[config.mk]
export PLATFORM = sky130hd
export DESIGN_NAME = rr_stream_merge
export DESIGN_NICKNAME = d
export VERILOG_FILES = /design/src/rtl/rr_stream_merge.sv
export SDC_FILE = /design/constraint.sdc
export NUM_CORES = 1
export LEC_CHECK = 0
export BUFFER_PORTS_ARGS = -buffer_cell sky130_fd_sc_hd__buf_2
export CAP_MARGIN = 25
export CORE_ASPECT_RATIO = 0.8
export CORE_MARGIN = 1
export CORE_UTILIZATION = 45
export CTS_CLUSTER_DIAMETER = 120
export CTS_CLUSTER_SIZE = 24
export DETAILED_ROUTE_END_ITERATION = 16
export PLACE_DENSITY = 0.72
export SYNTH_ARGS = -nofsm -noshare
export SYNTH_HDL_FRONTEND = slang
export SYNTH_SLANG_ARGS = --single-unit
[constraint.sdc]
create_clock -name clk -period 2.2 [get_ports clk]
set_clock_uncertainty 0.1 [all_clocks]
set_input_delay 0.22 -clock clk [delete_from_list [all_inputs] [get_ports clk]]
set_output_delay 0.22 -clock clk [all_outputs]
set_load 0.05 [all_outputs]
[src/rtl/rr_stream_merge.sv]
`default_nettype none
// ============================================================================
//  Module   : rr_stream_merge
//  Brief    : Three-input round-robin merge onto one registered valid/ready
//             byte stream, tagged with source channel, with per-channel
//             wrapping accepted-byte counters.
//  Revision : 1.0 - initial release
// ============================================================================
module rr_stream_merge #(
    parameter int DATA_W = 8,
    parameter int CNT_W  = 16
) (
    input  logic              clk,
    input  logic              rst_n,
    input  logic              ch0_valid_i,
    output logic              ch0_ready_o,
    input  logic [DATA_W-1:0] ch0_data_i,
    input  logic              ch1_valid_i,
    output logic              ch1_ready_o,
    input  logic [DATA_W-1:0] ch1_data_i,
    input  logic              ch2_valid_i,
    output logic              ch2_ready_o,
    input  logic [DATA_W-1:0] ch2_data_i,
    output logic              m_valid_o,
    input  logic              m_ready_i,
    output logic [DATA_W-1:0] m_data_o,
    output logic [1:0]        m_src_o,
    input  logic              clear_i,
    output logic [CNT_W-1:0]  ch0_cnt_o,
    output logic [CNT_W-1:0]  ch1_cnt_o,
    output logic [CNT_W-1:0]  ch2_cnt_o
);

    // Last granted channel resets to 2 so channel 0 is searched first.
    localparam logic [1:0] c_last_init = 2'd2;

    logic [2:0]        w_valid;
    logic [2:0]        w_grant;
    logic [2:0]        w_ready;
    logic [2:0]        w_accept;
    logic              w_can_load;
    logic [1:0]        w_sel;
    logic [DATA_W-1:0] w_sel_data;

    logic              r_m_valid;
    logic [DATA_W-1:0] r_m_data;
    logic [1:0]        r_m_src;
    logic [1:0]        r_last_grant;
    logic [CNT_W-1:0]  r_cnt [3];

    assign w_valid    = {ch2_valid_i, ch1_valid_i, ch0_valid_i};
    // Slot is loadable when empty or being drained this same cycle.
    assign w_can_load = ~r_m_valid | m_ready_i;

    // Round-robin search starting just after the last granted channel.
    always_comb begin
        w_grant = 3'b000;
        case (r_last_grant)
            2'd0: begin
                if      (w_valid[1]) w_grant = 3'b010;
                else if (w_valid[2]) w_grant = 3'b100;
                else if (w_valid[0]) w_grant = 3'b001;
            end
            2'd1: begin
                if      (w_valid[2]) w_grant = 3'b100;
                else if (w_valid[0]) w_grant = 3'b001;
                else if (w_valid[1]) w_grant = 3'b010;
            end
            default: begin
                if      (w_valid[0]) w_grant = 3'b001;
                else if (w_valid[1]) w_grant = 3'b010;
                else if (w_valid[2]) w_grant = 3'b100;
            end
        endcase
    end

    // Readies are forced low while reset is held, independent of the clock.
    assign w_ready  = w_grant & {3{w_can_load & rst_n}};
    assign w_accept = w_valid & w_ready;

    assign ch0_ready_o = w_ready[0];
    assign ch1_ready_o = w_ready[1];
    assign ch2_ready_o = w_ready[2];

    // Mux the accepted channel's index and byte (one-hot accept).
    always_comb begin
        w_sel      = 2'd0;
        w_sel_data = ch0_data_i;
        if (w_accept[1]) begin
            w_sel      = 2'd1;
            w_sel_data = ch1_data_i;
        end else if (w_accept[2]) begin
            w_sel      = 2'd2;
            w_sel_data = ch2_data_i;
        end
    end

    // Output slot and arbitration pointer: load on accept, empty on drain.
    always_ff @(posedge clk or negedge rst_n) begin
        if (!rst_n) begin
            r_m_valid    <= 1'b0;
            r_m_data     <= '0;
            r_m_src      <= 2'd0;
            r_last_grant <= c_last_init;
        end else if (|w_accept) begin
            r_m_valid    <= 1'b1;
            r_m_data     <= w_sel_data;
            r_m_src      <= w_sel;
            r_last_grant <= w_sel;
        end else if (r_m_valid && m_ready_i) begin
            r_m_valid    <= 1'b0;
        end
    end

    // Per-channel accepted-byte counters; a coincident accept survives clear.
    always_ff @(posedge clk or negedge rst_n) begin
        if (!rst_n) begin
            for (int n = 0; n < 3; n++) r_cnt[n] <= '0;
        end else begin
            for (int n = 0; n < 3; n++) begin
                if (clear_i)
                    r_cnt[n] <= w_accept[n] ? CNT_W'(1) : '0;
                else if (w_accept[n])
                    r_cnt[n] <= r_cnt[n] + CNT_W'(1);
            end
        end
    end

    assign m_valid_o = r_m_valid;
    assign m_data_o  = r_m_data;
    assign m_src_o   = r_m_src;
    assign ch0_cnt_o = r_cnt[0];
    assign ch1_cnt_o = r_cnt[1];
    assign ch2_cnt_o = r_cnt[2];

endmodule
`default_nettype wire

* Yosys cells after proc, flatten, opt, wreduce, memory -nomap -nowiden
Index checks and enable logic that the tools add are counted.
** Word-level totals
- Bits in registers :: 61
- Output and inout port bits :: 62
- Bits of input ports :: 31
** Cells by class
- Add/subtract/negate cells :: 3
- Bitwise operators :: 5
- Reduce and logical (&&, ||, !) cells :: 7
- Equal/unequal tests :: 1
- Mux-type cells :: 25
** Operator list (count)
- $mux W16 :: 6
- $add A16 B1 Y16 const B :: 3
- $mux W3 :: 6
- $mux W8 :: 2
- $mux W2 :: 4
- $reduce_bool A2 Y1 :: 4
- $and A3 B3 Y3 :: 2
- $mux W1 :: 6
- $pmux W3 S2 :: 1
- $reduce_or A3 Y1 :: 1
- $eq A2 B1 Y1 const B :: 1
- $logic_not A2 Y1 :: 1
- $and A1 B1 Y1 :: 1
- $logic_and A1 B1 Y1 :: 1
- $not A1 Y1 :: 1
- $or A1 B1 Y1 :: 1

* Logic depth before layout (Yosys ltp)
- Depth in word-level cells :: 8
- Gate-level depth with buffers :: 8
- Depth with buffers taken out :: 6

* Worst setup path before layout
OpenSTA, ideal clock, no wires.
- Path kind :: reg2out
- Start point :: reg r_m_valid (netlist: m_valid_o)
- End point :: out ch0_ready_o
- Stages on the path, launching flop included :: 7
- Arrival :: 1.740 ns
- Slack :: 0.140 ns
- Required time :: 1.880 ns
- Buffers on the path :: 2
- Cells stage by stage :: dfrtp_1 nand2b_1 clkbuf_2 and2_1 clkbuf_1 nand3b_1 inv_1
** On the way
- Word-level cells in the longest chain between the ends :: 4
** RTL lines
- from (decl) :: RTL line 45 : logic r_m_valid;
- from (signal assigned) :: RTL line 101 : r_m_valid <= 1'b0;
- from (signal assigned) :: RTL line 106 : r_m_valid <= 1'b1;
- from (signal assigned) :: RTL line 111 : r_m_valid <= 1'b0;
- $not A1 Y1 :: RTL line 53 : assign w_can_load = ~r_m_valid | m_ready_i;
- $or A1 B1 Y1 :: RTL line 53
- $and A1 B1 Y1 :: RTL line 78 : assign w_ready = w_grant & {3{w_can_load & rst_n}};
- $and A3 B3 Y3 :: RTL line 78
- to (decl) :: RTL line 16 : output logic ch0_ready_o,
No other way between the ends.

* Worst setup path in the final report
- Start point :: reg r_last_grant[1]
- End point :: out ch1_ready_o
** On the way
- Word-level cells in the longest chain between the ends :: 3
** RTL lines
- from (decl) :: RTL line 48 : logic [1:0] r_last_grant;
- from (signal assigned) :: RTL line 104 : r_last_grant <= c_last_init;
- from (signal assigned) :: RTL line 109 : r_last_grant <= w_sel;
- $eq A2 B1 Y1 or $logic_not A2 Y1 (tied branches) :: RTL line 58 : case (r_last_grant)
- $pmux W3 S2 * :: RTL line 58
- $and A3 B3 Y3 * :: RTL line 78
- to (decl) :: RTL line 19 : output logic ch1_ready_o,
Mark *: on every way between the ends. The rest lies on a longest branch, timed or not.

==> run_results.csv <==
group,metric,value,unit
route,routed_wl,7.30,mm
synthesis,synth_cell_types,45,
sta,slew_headroom,41.8,%
floorplanning,pin_count,93,
synthesis,yosys_most_used_dff,"dfrtp_1",
worst_setup_path,rr_endpoint,"ch2_cnt_o[15]$_DFFE_PN0P_",
worst_setup_path,timing.rr.start,"r_last_grant[1]$_DFFE_PN1P_",
worst_setup_path,critPathMaxFanout,16,
sta,timing.final.ws_setup,0.0670,ns
cells_and_area,antenna_cells,0,
global_route,grt_max_degree,22,
clocking,clockBufferDepth,2,
sta,setup-tns-final,0,ns
placement,io_buffer_count,92,
worst_setup_path,endpoint,"ch1_ready_o",
pwr,p_total,2.94,mW
worst_setup_path,cp_data_arrival_time,1.81,ns
placement,place_ws,0.190,ns
pwr,power_density,752,nW/um^2
route,dr.pass1.iters,4,
cells_and_area,final_nets,456,
cells_and_area,syn_to_final_growth,26.3,%
cells_and_area,final_common_cell,"buf_2",
synthesis,syn_nets,351,
route,first_iter_violations,59,
global_route,grt_pass1_vias,2563,
sta,tightest_slew,0.865,ns
floorplanning,fp.dieH,76.2,um
worst_setup_path,worstSetupPathType,"register to output pin",
cells_and_area,mostFrequentLayoutCells,"buf_2 (91), dfrtp_1 (59), nor2_1 (41)",
synthesis,synthCells,317,
route,vias_per_cell,5.31,
sta,fmax,469,MHz
route,via_count,2705,
synthesis,avgSynthCellArea,9.76,um^2
floorplanning,core-area,6510,um^2
synthesis,netlist_top_cells_area,"dfrtp_1 (48%), xnor2_1 (11%), nor2_1 (5.0%), o21ai_0 (2.9%), nor3_1 (2.7%)",
run,drv_cap,0,
hold_path,hold_path_class,"input port to register",
placement,dpl.cell_count,492,
sta,maxSlewViolCount,0,
sta,timing.final.crit_share,97.0,%
global_route,track_usage,21.9,%
route,detail-route-antenna-nets,0,
clocking,clk_latency,0.33,ns
clocking,cts_root_buf,"clkbuf_8",
floorplanning,die_w,94.7,um
synthesis,synthArstFlopShare,100,%
clocking,cts.sinks,60,
synthesis,synth_area,3090,um^2
cells_and_area,nFillCells,608,
global_route,grt_remaining_overflow,0,
floorplanning,start_util,47.6,%
floorplanning,dieArea,7210,um^2
clocking,clkTransAtPathRegs,0.07,ns
synthesis,ys_seq_area_share,48.6,%
worst_setup_path,crit_path_start_kind,"register",
global_route,grt_pass1_wl,12.3,mm
sta,rsz0062_at_grt,"false",
pwr,leakage,1.82,nW
worst_setup_path,r2r_cells,6,
synthesis,yosysWarnings,0,
worst_setup_path,cp-startpoint,"r_last_grant[1]$_DFFE_PN1P_",
worst_setup_path,critPathRequiredTime,1.88,ns
cells_and_area,final_cells,509,
clocking,htreeDepth,3,
synthesis,synth_top_area_share,47.7,%
route,remaining_drc_errors,0,
cells_and_area,final_cell_area,3910,um^2
status,outcome,"complete, no violations",
clocking,cts_tree,"yes",
sta,setup_viol,0,
worst_setup_path,critPathCaptureType,"output pin",
cells_and_area,post-route-util,60.1,%
global_route,antenna_found_initial,0,
sta,whs,0.0309,ns
placement,gp_congestion,0.778,
synthesis,synth_largest_area_cell,"dfrtp_1",
synthesis,synth-seq-cells,60,
placement,post_dp_cell_area,3670,um^2
clocking,numCtsBuffers,9,
sta,hold_viol_final,0,
worst_setup_path,rrSetupSlack,0.31,ns
sta,period_minus_slack,2.13,ns
placement,dp_hpwl,5.26,mm
floorplanning,rows,26,
synthesis,synth_edf_count,0,
cells_and_area,drive_gt1_share,30.6,%
route,detail_route.wl_per_cell,14.3,um
pwr,peakVddDrop,0.453,mV
-- power by group --
group          internal, mW  switching, mW
Combinational         0.209          0.514
Sequential             1.18         0.0650
Clock                 0.571          0.396
Total                  1.96          0.975
-- critical path: stages, from the launching register on --
cell	delay, ns
dfstp_2	0.60
nor2b_1	0.08
o22a_4	0.28
nand3b_4	0.24
inv_2	0.09
buf_4	0.19
-- flip-flops by register name, summed over array words and instances, names as in the netlist --
| signal | cells |
|---|---|
| m_data_o | 8 |
| ch0_cnt_o | 16 |
| ch2_cnt_o | 16 |
| m_src_o | 2 |
| r_last_grant | 1 |
| ch1_cnt_o | 16 |
| m_valid_o | 1 |
-- cell type report --
class | instances | area (um^2) | share of cell area (%)
Inverter | 8 | 30.0 | 0.768
Clock buffer | 12 | 155 | 3.97
Sequential cell | 60 | 1500 | 38.5
Clock inverter | 2 | 35.0 | 0.897
Tap cell | 84 | 105 | 2.69
Multi-Input combinational cell | 237 | 1510 | 38.6
Timing Repair Buffer | 106 | 573 | 14.7
-- synthesized netlist by cell type (2+ instances only) --
cell type,n
a21oi_1,5
a22oi_1,8
a31o_2,2
and2_1,2
and3_1,4
and4_1,5
buf_2,2
buf_6,2
clkbuf_1,6
dfrtp_1,59
ha_1,3
inv_1,6
inv_2,2
nand2_1,21
nand2b_1,3
nand3_1,10
nand4_1,6
nor2_1,41
nor2b_1,5
nor3_1,17
nor3b_1,4
nor4_1,10
nor4b_1,6
o21ai_0,18
or3_1,10
xnor2_1,39
xor2_1,3
-- logic make-up after synthesis --
logic type | after synthesis | synth area share, %
compound gates | 39 | 8.57
buf+inv | 20 | 3.15
fa+ha+maj | 3 | 1.21
flops | 60 | 48.6
mux | 2 | 0.687
simple gates | 151 | 25.9
xor+xnor | 42 | 11.9
-- routing by layer --
layer	global-route usage [%]	up-vias	wire length (um)
met3	6.29	14	498
met5	0	-	0
li1	-	1323	-
met4	8.64	0	120
met2	33.0	98	3290
met1	29.6	1270	3390
-- worst min path at each step --
stage / depth (start not counted) / start / slack [ns] / to
2_1_floorplan: 0 / rst_n / -0.18 / ch0_cnt_o[0]$_DFFE_PN0P_
6_report: 3 / ch1_data_i[4] / 0.03 / m_data_o[4]$_DFFE_PN0P_
5_1_grt: 3 / ch1_data_i[4] / 0.03 / m_data_o[4]$_DFFE_PN0P_
3_3_place_gp: 1 / rst_n / 0.03 / ch1_cnt_o[1]$_DFFE_PN0P_
3_5_place_dp: 1 / rst_n / 0.03 / ch1_cnt_o[1]$_DFFE_PN0P_
4_1_cts: 3 / ch1_data_i[4] / 0.02 / m_data_o[4]$_DFFE_PN0P_
-- what timing repair did --
action | CTS | global route
hold endpoints to repair | 4 | 0
hold buffers | 2 | 0
setup buffers | 1 | 0
endpoints found under the setup margin | 2 | 2
resized for setup | 2 | 2
pin swaps | 1 | 0
No activity file was read; power rests on OpenSTA's default activity.
